[src/rtl/la_scanctrl.sv]
// -----------------------------------------------------------------------------
// la_scanctrl
//
// Scan-chain shift/capture controller. A pattern word arrives on the input
// handshake and is shifted into a chain of LEN scan flops, bit 0 first, via
// se/si. At the same time, the chain's previous contents are collected from so.
// An optional single capture cycle (se=0) then lets the chain load functional
// data. The collected response word is presented on the output handshake.
//
// Parameters
//   LEN    scan chain length and pattern/response width (LEN >= 2)
//   SOINV  1 = invert every sampled so bit (odd number of inverting cells)
//   PROP   implementation property string, no functional effect
//
// Ports
//   clk, nreset        clock (rising edge), asynchronous active-low reset
//   in_valid/in_ready  pattern handshake; in_data = pattern, in_capture = capture request
//   se, si, so         scan enable, scan in (first flop), scan out (last flop)
//   out_valid/out_ready response handshake; out_data = response, bit 0 sampled first
//   busy               high whenever the controller is not idle
// -----------------------------------------------------------------------------
module la_scanctrl #(
  parameter int    LEN   = 8,
  parameter bit    SOINV = 1'b0,
  parameter string PROP  = "DEFAULT"
) (
  input  logic           clk,
  input  logic           nreset,
  input  logic           in_valid,
  output logic           in_ready,
  input  logic [LEN-1:0] in_data,
  input  logic           in_capture,
  output logic           se,
  output logic           si,
  input  logic           so,
  output logic           out_valid,
  input  logic           out_ready,
  output logic [LEN-1:0] out_data,
  output logic           busy
);

  localparam int CW = $clog2(LEN);
  localparam logic [CW-1:0] LAST = CW'(LEN - 1);

  typedef enum logic [1:0] {
    IDLE    = 2'd0,
    SHIFT   = 2'd1,
    CAPTURE = 2'd2,
    DONE    = 2'd3
  } state_t;

  state_t          state_q, state_d;
  logic [CW-1:0]   cnt_q, cnt_d;
  logic [LEN-1:0]  pat_q, pat_d;
  logic [LEN-1:0]  resp_q, resp_d;
  logic            cap_q, cap_d;
  logic            se_q, se_d;
  logic            si_q, si_d;
  logic            out_valid_q, out_valid_d;

  // State and datapath registers. se/si are registered so that the chain sees
  // each pattern bit for a full cycle, and nothing reaches an output
  // combinationally from so or the ready inputs.
  always_ff @(posedge clk or negedge nreset) begin
    if (!nreset) begin
      state_q     <= IDLE;
      cnt_q       <= '0;
      pat_q       <= '0;
      resp_q      <= '0;
      cap_q       <= 1'b0;
      se_q        <= 1'b0;
      si_q        <= 1'b0;
      out_valid_q <= 1'b0;
    end else begin
      state_q     <= state_d;
      cnt_q       <= cnt_d;
      pat_q       <= pat_d;
      resp_q      <= resp_d;
      cap_q       <= cap_d;
      se_q        <= se_d;
      si_q        <= si_d;
      out_valid_q <= out_valid_d;
    end
  end

  // Next-state and datapath logic. The registered se/si values are computed
  // one cycle ahead. The cycle that enters SHIFT already presents bit 0, and
  // each SHIFT cycle presents the next pattern bit. The pattern register shifts
  // right, so the upcoming bit always sits at pat_q[1]. The response register
  // fills from the top, so the first sampled bit ends up at bit 0.
  always_comb begin
    state_d     = state_q;
    cnt_d       = cnt_q;
    pat_d       = pat_q;
    resp_d      = resp_q;
    cap_d       = cap_q;
    se_d        = se_q;
    si_d        = si_q;
    out_valid_d = out_valid_q;

    case (state_q)
      IDLE: begin
        if (in_valid) begin
          pat_d   = in_data;
          cap_d   = in_capture;
          cnt_d   = '0;
          se_d    = 1'b1;
          si_d    = in_data[0];
          state_d = SHIFT;
        end
      end

      SHIFT: begin
        resp_d = {so ^ SOINV, resp_q[LEN-1:1]};
        pat_d  = pat_q >> 1;
        if (cnt_q == LAST) begin
          se_d = 1'b0;
          si_d = 1'b0;
          if (cap_q) begin
            state_d = CAPTURE;
          end else begin
            state_d     = DONE;
            out_valid_d = 1'b1;
          end
        end else begin
          cnt_d = cnt_q + 1'b1;
          si_d  = pat_q[1];
        end
      end

      // se is already low here, so the chain loads its functional data on
      // this edge.
      CAPTURE: begin
        state_d     = DONE;
        out_valid_d = 1'b1;
      end

      DONE: begin
        if (out_ready) begin
          out_valid_d = 1'b0;
          state_d     = IDLE;
        end
      end

      default: begin
        state_d = IDLE;
      end
    endcase
  end

  assign se        = se_q;
  assign si        = si_q;
  assign out_valid = out_valid_q;
  assign out_data  = resp_q;
  assign in_ready  = (state_q == IDLE);
  assign busy      = (state_q != IDLE);

endmodule
[config.mk]
export PLATFORM = sky130hd
export DESIGN_NAME = la_scanctrl
export DESIGN_NICKNAME = d
export VERILOG_FILES = /design/src/rtl/la_scanctrl.sv
export SDC_FILE = /design/constraint.sdc
export NUM_CORES = 1
export LEC_CHECK = 0
export CAP_MARGIN = 0
export CORE_MARGIN = 2
export CORE_UTILIZATION = 50
export DETAILED_ROUTE_END_ITERATION = 6
export PLACE_DENSITY_LB_ADDON = 0.08
export SYNTH_ARGS = -nofsm -noshare
export SYNTH_HDL_FRONTEND = slang
export SYNTH_SLANG_ARGS = --single-unit
[constraint.sdc]
create_clock -name clk -period 3.6 [get_ports clk]
set_clock_uncertainty 0.2 [all_clocks]
set_input_delay 0.72 -clock clk [delete_from_list [all_inputs] [get_ports clk]]
set_output_delay 0.72 -clock clk [all_outputs]
set_load 0.02 [all_outputs]
==> results.tsv <==
metric	value	unit
headroom to the max-slew limit	0.595	
Nets	153	
Max stage delay cell, worst path	clkdlybuf4s50_1	
post-synthesis mux area share	0.164	
internal power	0.797	mW
Post-CTS Resized	0	
DRC	0	
drt wl/cell	13.3	um
Final WS setup	0.735	ns
Critical Path AT	1.95	ns
Switching Fraction	0.383	
die area	2750	sq um
kind of critical path	reg -> out	
Top-Level Pins	27	
CTS sink count	24	
Layout area overhead	26.9	%
Initial Utilization	0.530	
crit path capture type	output pin	
sequential fraction of the synthesis area	0.512	
vias after detailed routing	849	
hold slack	0.297	ns
DIE HEIGHT	52.4	um
Most Frequent Cell on Critical Path	inv_1	
Avg Inst Size Synth	11.2	sq um
Syn Std Cell Area	1170	sq um
Least-Margin Pin Slew	0.607	ns
fin crit share	0.796	
layout cells sized above 1	0.129	
Tmin final	2.87	ns
Die W	52.4	um
Post-Place Worst Slack	1.10	ns
total grt overflow	0	
share of the synthesized area in the top cell type	0.512	
synth top area cells	dfrtp_1, mux2_2, mux2i_1	
Final Hold Vio Count	0	
fillcell total	183	
CP peak stage delay	0.63	ns
Leak	0.658	nW
synthesized-area fraction occupied by adder cells	0.0640	
Worst-path clk slew	0.13	ns
Critical Path Start Type	flip-flop	
VDD IR max	578	uV
WP data required	2.68	ns
fin. max-slew vios	0	
post-route cell area	1490	sq um
commonest cells after routing, fill and taps aside	clkdlybuf4s50_1, dfrtp_1, nand2_1	
Post-Syn Instances	105	
CP max FO	6	
Sequential Power Share	0.367	
Clk Latency, worst-skew pair	0.30	ns
vias in the first global route	880	
number of setup buffers added after CTS	0	
CP Cell Sequence	inv_1 -> ha_1 -> inv_1 -> clkdlybuf4s50_1	
Buffers on Ports	26	
Comb power frac	0.526	
Hold Crit Class	reg -> reg	
CTS Buf Count	3	
post-synth net total	125	
synthesized flop and latch total	24	
clock share of power	0.106	
GRT Resource Usage Total	0.179	
Simple-Gate Fraction of Synth Area	0.121	
largest family of logic cells by synthesized area	multiplexers	
max_cap viols	0	
PwrDens	869	nW/um^2
Iter 0 DRT Violations	18	
Setup violations, final	0	
Post-DRT Antenna Nets	0	
Netlist cell types	25	
Buf/Inv on CP	3	
Post-Synth XOR/XNOR Area	0	
H-tree Lvls	1	
root buf cell	clkbuf_4	
initial antenna violation count	0	
area leader, netlist	dfrtp_1	
first-pass GRT wire length	3690	um
Max Freq	349	MHz
Psw	0.495	mW
CTS tree	built	
RePlAce Congestion	0.783	
Placed Area	1450	sq um
largest net degree at the start of global routing	25	
final WL	2130	um
Antenna Cells	0	
core box area	2210	sq um
Row Count	17	
DPL Wire Length	1560	um
status	finished clean	
CTS Buffer Depth	2	
Syn. warnings	0	
1st-pass router iterations	4	
Final TNS setup	0	ns
RSZ-0062 raised after global routing	false	
CTS Hold Bufs	0	
DR vias/cell	5.31	
commonest non-fill, non-tap cell in the layout	clkdlybuf4s50_1	
Crit path max-delay family	buffers and inverters	
post-synthesis compound-gate area fraction	0.0961	
power by group through the flow:
stage | registers, mW | logic [mW] | clock network (mW)
floorplan | 0.534 | 0.401 | 0
global placement | 0.475 | 0.665 | 0
detailed placement | 0.482 | 0.685 | 0
CTS | 0.476 | 0.687 | 0.145
global route | 0.494 | 0.749 | 0.156
finish | 0.475 | 0.680 | 0.137
stage by stage:
step | instances | total power, mW | util
after global routing | 160 | 1.40 | 0.673
after detailed placement | 156 | 1.17 | 0.656
after CTS | 160 | 1.31 | 0.673
final | 160 | 1.29 | 0.673
after floorplan | 105 | 0.936 | -
after global placement | 156 | 1.14 | 0.656
layer usage:
| metal | part of all wire | vias up | global-route usage |
|---|---|---|---|
| met4 | 0.0047 | 0 | 0.0513 |
| met1 | 0.47 | 400 | 0.240 |
| met3 | 0.047 | 2 | 0.0400 |
| met5 | 0 | - | 0 |
| li1 | - | 419 | - |
| met2 | 0.48 | 28 | 0.292 |
path summary, 6_finish.rpt:
check                      startpoint           to  slack (ns)  cells past startpoint
max in group asynchronous      nreset  out_data[4]        2.42                      2
hold reg to reg              pat_q[4]     pat_q[4]        0.30                      2
hold / removal               pat_q[4]     pat_q[4]        0.30                      2
setup reg to reg           state_q[1]     cnt_q[0]        1.33                      6
setup / recovery           state_q[0]         busy        0.73                      4
min in group asynchronous      nreset     cnt_q[0]        0.55                      2
cells in the mapped netlist:
cell	n
buf_2	3
a22oi_1	1
or3_1	1
buf_6	1
clkbuf_2	1
mux2i_1	8
dfrtp_1	24
ha_1	6
o2bb2ai_1	1
or4b_1	1
nor2b_1	5
inv_1	5
a2bb2oi_1	1
a22o_1	1
o211ai_1	1
o31ai_1	1
o21ai_0	10
nand3_1	4
or2_2	1
nand2_1	15
mux2_2	10
nor3_1	1
and3_1	1
a21oi_1	1
o41ai_1	1
sequential cells by signal, summed over array words and instances, names as in the netlist:
signal and cells:
cap_q 1, cnt_q 3, out_data 8, out_valid 1, pat_q 7, se 1
si 1, state_q 2
final cells by class:
type / instances / area [sq um] / share of cell area
repair buffers: 28 / 275 / 0.185
flip-flops and latches: 24 / 601 / 0.404
clock buffers: 4 / 36.3 / 0.0244
multi-input cells: 71 / 522 / 0.351
inverters: 5 / 18.8 / 0.0126
well taps: 28 / 35.0 / 0.0235
worst reg2reg max path: cells and delay by family (launching register included):
family                     cells  cell delay (ns)
buffers and inverters          2             0.34
and+or+nand+nor                2             0.56
muxes                          1             0.15
adders and majority gates      1             0.55
DFF                            1             0.42
cells by family after synthesis:
family / after synthesis
and+or+nand+nor: 29
AOI/OAI and AO/OA: 18
DFF: 24
adders and majority gates: 6
buffers and inverters: 10
muxes: 18
(Power assumes the default switching activity.)
